## src/rtl/resp_bus_arbiter_if.sv

```systemverilog
// +----------------------------------------------------------------------------+
// | resp_bus_arbiter_if : response-message types and coherence response bus    |
// | Revision : 1.0                                                             |
// +----------------------------------------------------------------------------+
`default_nettype none

package cache_types;
   typedef enum logic [1:0] {
      MSG_NONE = 2'd0,
      DATA     = 2'd1,
      ACK      = 2'd2,
      NACK     = 2'd3
   } mmsg_t;

   typedef struct packed {
      logic        valid;
      mmsg_t       mmsg;
      logic [31:0] addr;
      logic [3:0]  source;
      logic [1:0]  way;
      logic [31:0] data;
   } resp_msg_t;
endpackage

interface resp_bus_arbiter_if #(
   parameter int NUM_AGENTS = 4
);
   import cache_types::*;

   logic [NUM_AGENTS-1:0] resp_bus_req;
   resp_msg_t             resp_bus_tx [NUM_AGENTS];
   logic [NUM_AGENTS-1:0] resp_bus_busy;
   logic [NUM_AGENTS-1:0] resp_bus_gnt;
   resp_msg_t             resp_bus_msg;

   // Agents drive requests/messages; the arbiter answers with grant/broadcast.
   modport master (
      output resp_bus_req,
      output resp_bus_tx,
      output resp_bus_busy,
      input  resp_bus_gnt,
      input  resp_bus_msg
   );

   modport slave (
      input  resp_bus_req,
      input  resp_bus_tx,
      input  resp_bus_busy,
      output resp_bus_gnt,
      output resp_bus_msg
   );
endinterface

`default_nettype wire

```

## src/rtl/resp_bus_arbiter.sv

```systemverilog
// +----------------------------------------------------------------------------+
// | resp_bus_arbiter : round-robin grant plus one-cycle broadcast register     |
// | Revision : 1.0                                                             |
// +----------------------------------------------------------------------------+
`default_nettype none

module resp_bus_arbiter #(
   parameter int NUM_AGENTS = 4
) (
   input  logic                 clk,
   input  logic                 rst,
   resp_bus_arbiter_if.slave    bus
);
   import cache_types::*;

   localparam int PTR_W = $clog2(NUM_AGENTS);
   localparam logic [PTR_W:0]   c_num_agents = (PTR_W+1)'(NUM_AGENTS);
   localparam logic [PTR_W-1:0] c_last_agent = PTR_W'(NUM_AGENTS - 1);

   typedef enum logic [0:0] {
      IDLE  = 1'b0,
      BCAST = 1'b1
   } state_t;

   state_t                r_state;
   state_t                w_state_nxt;
   logic [PTR_W-1:0]      r_rr_ptr;
   logic [PTR_W-1:0]      w_rr_ptr_nxt;
   resp_msg_t             r_msg_reg;
   resp_msg_t             w_msg_nxt;
   logic [NUM_AGENTS-1:0] w_gnt;
   logic                  w_found;
   logic [PTR_W-1:0]      w_winner;
   logic [PTR_W:0]        w_sum;
   logic                  w_any_busy;

   assign w_any_busy = |bus.resp_bus_busy;

   // Scan agents starting at the round-robin pointer; the first requester wins.
   always_comb begin
      w_found  = 1'b0;
      w_winner = '0;
      w_sum    = '0;
      for (int i = 0; i < NUM_AGENTS; i++) begin
         w_sum = {1'b0, r_rr_ptr} + (PTR_W+1)'(i);
         if (w_sum >= c_num_agents) begin
            w_sum = w_sum - c_num_agents;
         end
         if (!w_found && bus.resp_bus_req[w_sum[PTR_W-1:0]]) begin
            w_found  = 1'b1;
            w_winner = w_sum[PTR_W-1:0];
         end
      end
   end

   always_comb begin
      w_state_nxt     = r_state;
      w_rr_ptr_nxt    = r_rr_ptr;
      w_gnt           = '0;
      w_msg_nxt       = r_msg_reg;
      w_msg_nxt.valid = 1'b0;
      case (r_state)
         IDLE: begin
            if (w_found && !w_any_busy) begin
               w_gnt[w_winner] = 1'b1;
               w_msg_nxt       = bus.resp_bus_tx[w_winner];
               w_msg_nxt.valid = 1'b1;
               w_rr_ptr_nxt    = (w_winner == c_last_agent) ? '0 : w_winner + 1'b1;
               w_state_nxt     = BCAST;
            end
         end
         BCAST: begin
            w_state_nxt = IDLE;
         end
         default: begin
            w_state_nxt = IDLE;
         end
      endcase
   end

   always_ff @(posedge clk) begin
      if (rst) begin
         r_state   <= IDLE;
         r_rr_ptr  <= '0;
         r_msg_reg <= '0;
      end else begin
         r_state   <= w_state_nxt;
         r_rr_ptr  <= w_rr_ptr_nxt;
         r_msg_reg <= w_msg_nxt;
      end
   end

   // Grant is combinational but must stay silent while reset is held.
   assign bus.resp_bus_gnt = rst ? '0 : w_gnt;
   assign bus.resp_bus_msg = r_msg_reg;

endmodule

`default_nettype wire

```

## src/flat_wrapper.sv

```systemverilog
// flat-port wrapper written by rule: the top's interface ports become plain ports
module resp_bus_arbiter_flat import cache_types::*;
#(
   parameter int NUM_AGENTS = 4
)
  (clk, rst, bus_resp_bus_req, bus_resp_bus_tx, bus_resp_bus_busy, bus_resp_bus_gnt, bus_resp_bus_msg);
  resp_bus_arbiter_if #(.NUM_AGENTS(NUM_AGENTS)) bus_i ();
  input  logic clk;
  input  logic rst;
  input wire logic [$bits(bus_i.resp_bus_req)-1:0] bus_resp_bus_req;
  input wire logic [$bits(bus_i.resp_bus_tx)-1:0] bus_resp_bus_tx;
  input wire logic [$bits(bus_i.resp_bus_busy)-1:0] bus_resp_bus_busy;
  output wire logic [$bits(bus_i.resp_bus_gnt)-1:0] bus_resp_bus_gnt;
  output wire logic [$bits(bus_i.resp_bus_msg)-1:0] bus_resp_bus_msg;
  assign bus_i.resp_bus_req = bus_resp_bus_req;
  assign bus_i.resp_bus_tx = {>>{bus_resp_bus_tx}};
  assign bus_i.resp_bus_busy = bus_resp_bus_busy;
  assign bus_resp_bus_gnt = bus_i.resp_bus_gnt;
  assign bus_resp_bus_msg = bus_i.resp_bus_msg;
  resp_bus_arbiter #(.NUM_AGENTS(NUM_AGENTS)) u_core (.clk(clk), .rst(rst), .bus(bus_i));
endmodule
```

## config.mk

```make
export PLATFORM = sky130hd
export DESIGN_NAME = resp_bus_arbiter_flat
export DESIGN_NICKNAME = d
export VERILOG_FILES = /design/src/rtl/resp_bus_arbiter_if.sv /design/src/rtl/resp_bus_arbiter.sv /design/src/flat_wrapper.sv
export SDC_FILE = /design/constraint.sdc
export NUM_CORES = 1
export LEC_CHECK = 0
export BUFFER_PORTS_ARGS = -buffer_cell sky130_fd_sc_hd__buf_4
export CAP_MARGIN = 20
export CORE_AREA = 8 8 139 141
export CTS_CLUSTER_SIZE = 24
export DETAILED_ROUTE_END_ITERATION = 8
export DIE_AREA = 0 0 147 149
export GPL_TIMING_DRIVEN = 0
export SYNTH_ARGS = -nofsm -noshare
export SYNTH_HDL_FRONTEND = slang
export SYNTH_SLANG_ARGS = --single-unit
```

## constraint.sdc

```tcl
create_clock -name clk -period 2.6 [get_ports clk]
set_input_delay 0.26 -clock clk [delete_from_list [all_inputs] [get_ports clk]]
set_output_delay 0.26 -clock clk [all_outputs]
set_load 0.02 [all_outputs]
```

# Yosys cells after proc, flatten, opt, wreduce, memory -nomap -nowiden

Cells that the tools add are included.

RAM bits: 0
Input bits: 302
Bits in latches: 0
Bits in read-only memories: 0
Word-level logic and storage cells: 74
Flip-flop bits (word level): 76
Output and inout port bits: 77
Memories: 0

$add $sub $neg: 8
Multiplexer cells: 32
Multiply operators: 0
Shift-type cells: 0
$lt $le $gt $ge: 11
Bitwise gates (word level): 2
Reductions and logical operators: 12
Equality and inequality tests: 1
Div/mod/pow operators: 0

Operators with widths:

| cell                                                              | count |
|---|---|
| binary-select mux 73 bit (select 2 bit)                           | 1 |
| 2-to-1 mux 72 bit                                                 | 2 |
| 2-to-1 mux 73 bit                                                 | 1 |
| 2-to-1 mux 2 bit                                                  | 9 |
| less-than comparator 2 x 3 -> 1 bit, second input constant        | 5 |
| greater-or-equal comparator 3 bit, second input constant          | 4 |
| 2-to-1 mux 4 bit                                                  | 3 |
| 2-to-1 mux 1 bit                                                  | 10 |
| binary-select mux 1 bit (select 2 bit)                            | 4 |
| subtractor 2 x 1 -> 2 bit, second input constant                  | 4 |
| adder 2 x 2 -> 3 bit, second input constant                       | 2 |
| logical AND 1 bit                                                 | 5 |
| logical NOT 1 bit                                                 | 4 |
| OR reduction 4 bit                                                | 1 |
| adder 2 x 1 -> 3 bit, second input constant                       | 1 |
| greater-or-equal comparator 2 x 3 -> 1 bit, second input constant | 1 |
| NOT 2 -> 3 bit                                                    | 1 |
| adder 2 x 1 -> 2 bit, second input constant                       | 1 |
| demux 1 bit (select 2 bit)                                        | 1 |
| == test 2 bit, second input constant                              | 1 |
| greater-or-equal comparator 2 x 1 -> 1 bit, second input constant | 1 |
| one-hot mux 1 bit (2 select lines)                                | 1 |
| AND reduction 2 bit                                               | 1 |
| OR reduction 2 bit                                                | 1 |
| NOT 1 bit                                                         | 1 |

# Depth between registers and ports, before layout

Gate-level depths: netlist (run 1).

Word-level depth: 21
Mapped depth: 8
Gate-level depth less buffers: 6

# Worst setup path after synthesis (run 1)

OpenSTA, ideal clock, no wires.

Kind: input-to-output
From: in bus_resp_bus_busy[0]
To: out bus_resp_bus_gnt[1]
Setup slack: 0.253 ns
Arrival time: 2.087 ns
Path buffers: 2
Cell stages on the path: 6
Cells stage by stage: or4_4 -> nor4_4 -> a21bo_2 -> buf_6 -> buf_6 -> nor3_1

Cells in the longest elaborated chain, start to end: 6

RTL lines:

| what               | line                   | text |
|---|---|---|
| start, declared    | flat_wrapper.sv:12     | `input wire logic [$bits(bus_i.resp_bus_busy)-1:0] bus_resp_bus_busy;` |
| OR reduction 4 bit | resp_bus_arbiter.sv:37 | `assign w_any_busy = \|bus.resp_bus_busy;` |
| logical NOT 1 bit  | resp_bus_arbiter.sv:64 | `if (w_found && !w_any_busy) begin` |
| logical AND 1 bit  | resp_bus_arbiter.sv:64 |  |
| 2-to-1 mux 4 bit   | resp_bus_arbiter.sv:64 |  |
| 2-to-1 mux 4 bit   | resp_bus_arbiter.sv:62 | `case (r_state)` |
| 2-to-1 mux 4 bit   | resp_bus_arbiter.sv:94 | `assign bus.resp_bus_gnt = rst ? '0 : w_gnt;` |
| end, declared      | flat_wrapper.sv:13     | `output wire logic [$bits(bus_i.resp_bus_gnt)-1:0] bus_resp_bus_gnt;` |

Every way passes these cells.

# Final worst setup path (run 1)

From: reg u_core.r_rr_ptr[1]
To: out bus_resp_bus_gnt[3]

Cells in the longest elaborated chain, start to end: 21
Elaborated cells between the ends (all ways): 46
Classes of those cells: 7 x add/sub; 6 x order compare; 25 x mux; 8 x reduce/logical

RTL lines:

| what                                                          | line                   | text |
|---|---|---|
| start, declared                                               | resp_bus_arbiter.sv:27 | `logic [PTR_W-1:0] r_rr_ptr;` |
| start signal, assigned                                        | resp_bus_arbiter.sv:88 | `r_rr_ptr <= w_rr_ptr_nxt;` |
| branches (longest 18 deep; another with adder 2 x 1 -> 3 bit) | -                      |  |
| 2-to-1 mux 4 bit *                                            | resp_bus_arbiter.sv:64 |  |
| 2-to-1 mux 4 bit *                                            | resp_bus_arbiter.sv:62 |  |
| 2-to-1 mux 4 bit *                                            | resp_bus_arbiter.sv:94 |  |

Mark *: on every way between the ends. The select of a mux whose other input is x is not followed.

==> qor.csv, run 1 <==
stage;metric;value;unit
run_status;status;finished, final reports clean;
detailed_routing;wl;21300;um
setup_path;cp_common_cell;buf_12;
cts;root_buffer;clkbuf_16;
setup_path;crit_arrival;2.20;ns
setup_path;worstPathMaxFanout;10;
run;cap_viol_max_count;0;
timing;fin_crit;2.46;ns
cts;clockBufferDepth;2;
detailed_routing;viasPerCell;4.78;
logic_synthesis;async_flop_share;0;
setup_path;path_class;flip-flop to output pin;
min_path;holdCritPathClass;primary input to flip-flop;
timing;drv_slew;0;
logic_synthesis;yosysSeqAreaShare;0.317;
cells_and_area;fin_nets;1127;
logic_synthesis;syn_avg_cell_area;10.9;sq um
cts;clk_latency;0.34;ns
floorplan;pin_count;379;
placement;port_buffers;374;
setup_path;cp_cell_sequence;or3b_2 -> o221ai_1 -> buf_6 -> buf_12 -> buf_12 -> inv_1 -> ha_1 -> and2_1 -> buf_4;
setup_path;crit_buf_inv;5;
setup_path;r2r_slack;0.31;ns
setup_path;timing.critical_path.from;u_core.r_rr_ptr[1];
cts;cts_made_buffers;9;
logic_synthesis;synth_edf_count;0;
cells_and_area;area_growth;73.1;%
setup_path;crit_required;2.34;ns
cells_and_area;stdcell_area;0.00820;sq mm
floorplan;coreArea;0.0171;sq mm
setup_path;rr_endpoint;u_core.bus.resp_bus_msg[58];
timing;setup_viol;0;
setup_path;r2r_cells;8;
detailed_routing;drc;0;
detailed_routing;drtIter0Drc;140;
placement;postPlaceCellArea;0.00783;sq mm
timing;setup_tns;0;ns
logic_synthesis;post_synth_num_cell_types;29;
min_path;hold_depth;3;
logic_synthesis;ys_seq_elements;75;
cells_and_area;layout_commonest_cell;buf_4;
logic_synthesis;synthSimpleGateAreaFrac;0.0793;
logic_synthesis;yosys.area_share.adder;0.00264;
setup_path;crit_family;simple AND/OR/NAND/NOR gates;
min_path;hold_start;bus_resp_bus_tx[66];
global_route;grt_first_pass_wirelength;31900;um
timing;fmaxAchievable;406;MHz
cells_and_area;fillCellCount;1608;
power_and_ir_drop;ir_worst_vdd;0.269;mV
global_route;antenna_found_initial;0;
cells_and_area;antennaDiodeCount;0;
setup_path;r2r_start;u_core.r_rr_ptr[1];
logic_synthesis;synth_top_family_by_area;multiplexers;
min_path;min_to;u_core.bus.resp_bus_msg[66];
logic_synthesis;yosysWarnings;0;
cells_and_area;final_cell_mix;380 x buf_4, 145 x mux2i_1, 76 x nand2_1;
logic_synthesis;syn_inst;435;
detailed_routing;vias;5040;
power_and_ir_drop;leakagePower;4.26;nW
detailed_routing;ant_nets;0;
global_route;first_global_vias;5755;
logic_synthesis;synth-xor-area-share;0;
placement;hpwl;17900;um
cts;clk_pin_slew;0.06;ns
cts;cts_max_level;3;
global_route;track_usage;0.185;
logic_synthesis;synth_compound_area_frac;0.239;
timing;slew_headroom;0.530;
floorplan;rows;48;
floorplan;fp.dieH;149;um
detailed_routing;wl_per_cell;20.3;um
setup_path;cpMaxStageDelayCell;or3b_2;
logic_synthesis;synth_mux_area_frac;0.306;
floorplan;start_util;0.278;
cts;cts.sinks;75;
placement;gp_congestion;0.861;
timing;worst_slew_pin_slew;0.705;ns
timing;clock_skew;0.00813;ns
setup_path;end_kind;output pin;
floorplan;die_area;0.0219;sq mm
power_and_ir_drop;cellPowerDensity;422;mW/mm^2
setup_path;start_kind;flip-flop;
logic_synthesis;synth_top_area_share;0.317;
logic_synthesis;yosysTopAreaCell;dfxtp_1;
global_route;grt_max_degree;20;
logic_synthesis;syn-cell-area;0.00474;sq mm
cts;cts_tree;built;
cells_and_area;drive_gt1_frac;0.601;
setup_path;cpPeakStageDelay;0.48;ns
detailed_routing;dr.pass1.iters;4;
timing;hold_violations;0;
logic_synthesis;synth.area.top_cells;dfxtp_1 32%, mux2i_1 31%, o221ai_2 22%;
logic_synthesis;synth_top_flop_cell;dfxtp_1;
timing;rsz0062_at_grt;false;
logic_synthesis;synth.net_count;738;
floorplan;die_w;147;um
global_route;grt_overflow;0;
timing;period_share;0.948;
## Yosys cell counts, types with 2 or more instances
master	count
buf_2	21
buf_4	3
buf_6	8
clkbuf_1	8
dfxtp_1	75
inv_1	4
mux2i_1	145
nand2_1	76
nor2_1	2
nor2b_1	2
o21ai_0	2
o221ai_1	5
o221ai_2	68
## power by group
part | internal (W) | switching (W) | leakage [nW] | total, W
Clock | 0.000838 | 0.000488 | 0.150 | 0.00133
Sequential | 0.00118 | 0.0000178 | 0.607 | 0.00120
Combinational | 0.000526 | 0.000411 | 3.50 | 0.000936
Total | 0.00254 | 0.000916 | 4.26 | 0.00346
## through the flow
stage           util  power [W]  hold slack, ns  worst slack (ns)  cells
6_report       0.481    0.00346           0.235             0.135   1054
5_1_grt        0.481    0.00362           0.229            0.0430   1054
4_1_cts        0.479    0.00351           0.221            0.0203   1051
3_5_place_dp   0.459    0.00215           0.451           -0.0772   1034
3_3_place_gp   0.459    0.00213           0.446           -0.0407   1034
2_1_floorplan      -    0.00164           0.345             0.253    435
## cell families (layout without fill, tap and decap cells)
group / after synthesis / in the layout
buffers and inverters: 44 / 438
muxes: 145 / 145
DFF: 75 / 75
and+or+nand+nor: 88 / 88
adders and majority gates: 1 / 1
AOI/OAI and AO/OA: 82 / 82
## timing repair
item | in CTS | in global routing
pin swaps | 1 | 0
hold buffers | 0 | 0
setup buffers | 2 | 3
resized for setup | 9 | 1
setup endpoints to repair | 2 | 1
gates cloned | 0 | 0
## registers in the layout (all words and copies together), names as in the netlist
signal and cells:
u_core.r_rr_ptr 2, u_core.bus.resp_bus_msg 73
## cell type report
class / count / area [sq um] / share of cell area
Multi-Input combinational cell: 316 / 2980 / 0.363
Timing Repair Buffer: 379 / 2850 / 0.347
Sequential cell: 75 / 1500 / 0.183
Tap cell: 225 / 282 / 0.0343
Buffer: 39 / 268 / 0.0327
Clock buffer: 11 / 233 / 0.0284
Clock inverter: 5 / 77.6 / 0.00946
Inverter: 4 / 15.0 / 0.00183
## layer usage
layer,GRT usage,routed length (um),vias up
met5,0,0,-
met4,0.0546,359,0
met3,0.0589,1700,22
met2,0.340,11100,229
met1,0.199,8230,2338
li1,-,-,2451
## worst max path at each step
stage,to,slack [ns],cells past startpoint
floorplan,bus_resp_bus_gnt[1],0.25,6
global placement,bus_resp_bus_gnt[3],-0.04,10
detailed placement,bus_resp_bus_gnt[3],-0.08,10
CTS,bus_resp_bus_gnt[3],0.02,9
global route,bus_resp_bus_gnt[3],0.04,9
finish,bus_resp_bus_gnt[3],0.14,9
## tightest hold or removal path, delay by kind of cell
kind / cells / cell delay, ns
AO/OA/AOI/OAI: 1 / 0.14
buffers and inverters: 1 / 0.08
multiplexers: 1 / 0.07
Power figures use the tool's default switching activity.
==> run 2, diff against run 1 <==
Settings changed: CORE_AREA 8 8 139 141 to 8 8 142 144, DIE_AREA 0 0 147 149 to 0 0 150 152.
Clock period 2.6 ns to 2.2 ns, I/O delays scaled along.
==> run 2 against run 1 <==
  * The flow now finishes with violations (setup timing)
  * Sequential power is 18% higher
  * Combinational power increased by 22%
  * Critical path depth shrank 4
  * Highest routed layer unchanged
==> qor.csv, run 2 (synthesis gave the netlist of run 1 again) <==
stage;metric;value;unit
run_status;status;complete, but fails checks;
run_status;violations;setup timing;
floorplan;pin_count;379;
min_path;hold_start;bus_resp_bus_tx[14];
placement;port_buffers;374;
min_path;hold_depth;3;
cells_and_area;final_cell_mix;404 x buf_4, 142 x mux2i_1, 76 x nand2_1;
detailed_routing;ant_nets;0;
timing;fin_crit;2.26;ns
floorplan;start_util;0.266;
placement;gp_congestion;0.786;
setup_path;crit_arrival;2.04;ns
global_route;first_global_vias;5648;
power_and_ir_drop;ir_worst_vdd;0.428;mV
timing;holdWs;0.193;ns
cells_and_area;drive_gt1_frac;0.621;
timing;drv_slew;0;
timing;period_share;1.03;
cts;clockBufferDepth;2;
cells_and_area;antennaDiodeCount;0;
global_route;grt_first_pass_wirelength;32100;um
cells_and_area;largest_reg_flops;73;
detailed_routing;drc;0;
floorplan;die_w;150;um
power_and_ir_drop;leakagePower;4.35;nW
detailed_routing;drtIter0Drc;101;
detailed_routing;dr.pass1.iters;4;
setup_path;path_class;flip-flop to output pin;
cts;cts_made_buffers;9;
global_route;grt_overflow;0;
floorplan;rows;49;
cells_and_area;area_growth;77.9;%
timing;rsz0062_at_grt;true;
cts;clk_latency;0.33;ns
cts;root_buffer;clkbuf_16;
timing;slew_headroom;0.583;
setup_path;crit_required;1.98;ns
setup_path;worstPathMaxFanout;3;
min_path;min_to;u_core.bus.resp_bus_msg[14];
min_path;holdCritPathClass;primary input to flip-flop;
timing;clock_skew;0.00830;ns
floorplan;fp.dieH;152;um
power_and_ir_drop;cellPowerDensity;506;mW/mm^2
global_route;track_usage;0.181;
cts;clk_pin_slew;0.06;ns
cells_and_area;stdcell_area;0.00842;sq mm
global_route;antenna_found_initial;0;
setup_path;start_kind;flip-flop;
cells_and_area;layout_commonest_cell;buf_4;
setup_path;r2r_start;u_core.bus.resp_bus_msg[72];
timing;worst_slew_pin_slew;0.620;ns
timing;setup_viol;2;
detailed_routing;wl_per_cell;20.2;um
floorplan;coreArea;0.0178;sq mm
timing;hold_violations;0;
global_route;grt_max_degree;13;
detailed_routing;vias;5030;
cells_and_area;fin_nets;1137;
cts;cts_tree;built;
cts;cts_max_level;3;
placement;hpwl;17500;um
setup_path;r2r_cells;6;
detailed_routing;viasPerCell;4.71;
timing;fmaxAchievable;443;MHz
setup_path;end_kind;output pin;
placement;postPlaceCellArea;0.00784;sq mm
cts;cts.sinks;75;
setup_path;rr_endpoint;u_core.bus.resp_bus_msg[70];
floorplan;die_area;0.0228;sq mm
detailed_routing;wl;21500;um
setup_path;r2r_slack;0.09;ns
run;cap_viol_max_count;0;
timing;finalWorstSetupSlack;-0.0568;ns
cells_and_area;fin_util;0.474;
run 2: cell types whose count changed in the layout (fill, tap and decap cells not counted), sizes merged:
| cell | before | now |
|---|---|---|
| buf | 410 | 420 |
| clkbuf | 19 | 21 |
| clkinv | 2 | 0 |
run 2: area by class of cell:
| type | instances | area [sq um] |
|---|---|---|
| Buffer | 37 | 293 |
| Clock buffer | 13 | 280 |
| Clock inverter | 3 | 67.6 |
| Fill cell | 1738 | 9360 |
| Inverter | 4 | 15.0 |
| Multi-Input combinational cell | 316 | 3030 |
| Sequential cell | 75 | 1510 |
| Tap cell | 229 | 287 |
| Timing Repair Buffer | 391 | 2950 |
run 2: repair_timing:
action	in CTS	in global routing
resized for setup	30	27
setup buffers	5	12
hold endpoints to repair	0	0
hold buffers	0	0
pin swaps	2	5
setup endpoints to repair	76	71
run 2: how the worst max path moves through the flow:
stage,start,endpoint
detailed placement,u_core.r_rr_ptr[1],bus_resp_bus_gnt[3]
global route,u_core.bus.resp_bus_msg[72],bus_resp_bus_gnt[1]
global placement,u_core.r_rr_ptr[1],bus_resp_bus_gnt[3]
floorplan,u_core.r_rr_ptr[1],bus_resp_bus_gnt[3]
CTS,u_core.r_rr_ptr[1],bus_resp_bus_gnt[3]
finish,u_core.bus.resp_bus_msg[72],bus_resp_bus_gnt[1]
run 2: power by group:
part / switching (W) / internal (W) / total, W
sequential: 0.0000207 / 0.00139 / 0.00141
clock: 0.000590 / 0.00112 / 0.00171
combinational: 0.000487 / 0.000650 / 0.00114
total: 0.00110 / 0.00316 / 0.00426
run 2: critical path, cell delays in order (launching register included):
cell and delay (ns):
dfxtp_2 0.32, or4_4 0.50, nor4_4 0.27, a21bo_4 0.29
nor3_4 0.17, buf_6 0.14
run 2: per-stage QoR:
| stage | power, W | TNS (ns) | setup slack (ns) | cells |
|---|---|---|---|---|
| 2_1_floorplan | 0.00194 | 0 | 0.100 | 435 |
| 3_3_place_gp | 0.00253 | -17.14 | -0.346 | 1038 |
| 3_5_place_dp | 0.00253 | -16.95 | -0.359 | 1038 |
| 4_1_cts | 0.00430 | -0.641 | -0.301 | 1059 |
| 5_1_grt | 0.00445 | -0.802 | -0.142 | 1068 |
| 6_report | 0.00426 | -0.0842 | -0.0568 | 1068 |
run 2: metal layers:
| metal | track usage | routed length, um |
|---|---|---|
| met1 | 0.201 | 8380 |
| met3 | 0.0597 | 2010 |
| met2 | 0.321 | 10800 |
| met5 | 0 | 0 |
| met4 | 0.0500 | 335 |
==> run 3, diff against run 2 <==
Settings changed: MAX_ROUTING_LAYER set to met4.
==> run 3 against run 2 <==
  * The run still ends with setup timing left
  * Critical path depth unchanged
  * Wire length about the same
  * Sequential share of layout area unchanged
  * Clock skew down 0.00091 ns
  * Worst setup slack better by 0.0011 ns
  * Clock power about the same
  * Largest power group unchanged
  * Die area unchanged
  * Via count about the same
  * Largest cell class unchanged
  * Total power about the same
==> qor.csv, run 3 (synthesis gave the netlist of run 1 again) <==
stage;metric;value;unit
global_route;first_global_vias;5666;
setup_path;worstPathMaxFanout;3;
global_route;use_met1;0.208;
cells_and_area;area_growth;77.9;%
cts;cts.sinks;75;
floorplan;rows;49;
detailed_routing;wl_per_cell;20.1;um
setup_path;crit_required;1.98;ns
detailed_routing;drc;0;
cts;cts_tree;built;
global_route;antenna_found_initial;0;
floorplan;fp.dieH;152;um
detailed_routing;dr.pass1.iters;4;
power_and_ir_drop;ir_worst_vdd;0.428;mV
floorplan;start_util;0.266;
floorplan;coreArea;0.0178;sq mm
timing;slew_headroom;0.582;
cts;cts_hold_buf;0;
global_route;busiest_layer;met2;
cts;cts_made_buffers;9;
run;cap_viol_max_count;0;
power_and_ir_drop;leakagePower;4.35;nW
floorplan;pin_count;379;
placement;postPlaceCellArea;0.00784;sq mm
cells_and_area;layout.cells.non_filler;1068;
cells_and_area;drive_gt1_frac;0.621;
timing;setup_viol;2;
setup_path;start_kind;flip-flop;
min_path;holdCritPathClass;primary input to flip-flop;
global_route;grt_max_degree;13;
floorplan;die_w;150;um
cells_and_area;largest_reg_flops;73;
cells_and_area;fillCellCount;1738;
timing;hold_violations;0;
timing;period_share;1.03;
timing;rsz0062_at_grt;true;
global_route;gr-usage-met2;0.321;
run_status;violations;setup timing;
global_route;grt_first_pass_wirelength;31900;um
detailed_routing;viasPerCell;4.71;
setup_path;path_class;flip-flop to output pin;
timing;finalWorstSetupSlack;-0.0557;ns
power_and_ir_drop;cellPowerDensity;506;mW/mm^2
timing;fin_crit;2.26;ns
setup_path;crit_arrival;2.04;ns
timing;drv_slew;0;
global_route;track_usage;0.186;
cells_and_area;antennaDiodeCount;0;
placement;hpwl;17500;um
global_route;grt_overflow;0;
placement;gp_congestion;0.797;
cells_and_area;fin_util;0.474;
detailed_routing;drtIter0Drc;97;
placement;placedCellCount;1038;
cells_and_area;layout_commonest_cell;buf_4;
detailed_routing;ant_nets;0;
setup_path;end_kind;output pin;
cells_and_area;final_cell_mix;404 x buf_4, 142 x mux2i_1, 76 x nand2_1;
timing;holdWs;0.194;ns
detailed_routing;wl;21500;um
cts;cts_max_level;3;
placement;port_buffers;374;
cts;clockBufferDepth;2;
cells_and_area;stdcell_area;0.00842;sq mm
timing;worst_slew_pin_slew;0.622;ns
cells_and_area;fin_nets;1137;
cts;root_buffer;clkbuf_16;
timing;fmaxAchievable;443;MHz
cts;clk_pin_slew;0.06;ns
cts;clk_latency;0.33;ns
floorplan;die_area;0.0228;sq mm
detailed_routing;vias;5028;
run_status;status;complete, but fails checks;
timing;clock_skew;0.00739;ns
global_route;grt_util_met3;0.0463;
[run 3: cell counts in the layout (fill, tap and decap cells not counted)]
Identical to the previous run, type by type.
[run 3: area by class of cell]
class                      instances  area, sq um  area share
clock buffer                      13          280      0.0333
clock inverter                     3         67.6     0.00802
sequential                        75         1510       0.179
multi-input combinational        316         3030       0.359
timing repair buffer             391         2950       0.350
tap                              229          287      0.0340
inverter                           4         15.0     0.00178
buffer                            37          293      0.0348
[run 3: metrics by stage]
step                      TNS, ns  setup slack [ns]  total power, W
after floorplan                 0             0.100         0.00194
after global placement     -17.14            -0.346         0.00253
after detailed placement   -16.95            -0.359         0.00253
after CTS                  -0.641            -0.301         0.00430
after global routing       -0.803            -0.141         0.00445
final                     -0.0819           -0.0557         0.00426
[run 3: timing repair]
item / CTS / global route
buffers inserted: 5 / 12
resized for setup: 30 / 27
pin swaps: 2 / 5
hold endpoints to repair: 0 / 0
setup endpoints to repair: 76 / 71
[run 3: per-layer routing]
| layer | up-vias | part of all wire |
|---|---|---|
| met5 | - | 0 |
| met4 | 0 | 0.016 |
| met3 | 21 | 0.076 |
| met2 | 225 | 0.50 |
| met1 | 2311 | 0.41 |
| li1 | 2471 | - |
[run 3: path summary, 6_finish.rpt]
| check | from | to | slack (ns) | cells after the start |
|---|---|---|---|---|
| worst min register to register | u_core.bus.resp_bus_msg[68] | u_core.bus.resp_bus_msg[68] | 0.46 | 2 |
| worst max-delay path | u_core.bus.resp_bus_msg[72] | bus_resp_bus_gnt[1] | -0.06 | 5 |
| worst max register to register | u_core.bus.resp_bus_msg[72] | u_core.bus.resp_bus_msg[70] | 0.08 | 6 |
| worst min-delay path | bus_resp_bus_tx[14] | u_core.bus.resp_bus_msg[14] | 0.19 | 3 |
[run 3: report_power, final]
group	switching [W]	leakage, nW	internal [W]
Combinational	0.000489	3.57	0.000650
Clock	0.000589	0.168	0.00112
Sequential	0.0000207	0.608	0.00139
[run 3: critical path: stages (launching register included)]
cell and delay, ns:
dfxtp_2 0.32, or4_4 0.50, nor4_4 0.27, a21bo_4 0.29, nor3_4 0.17, buf_6 0.14
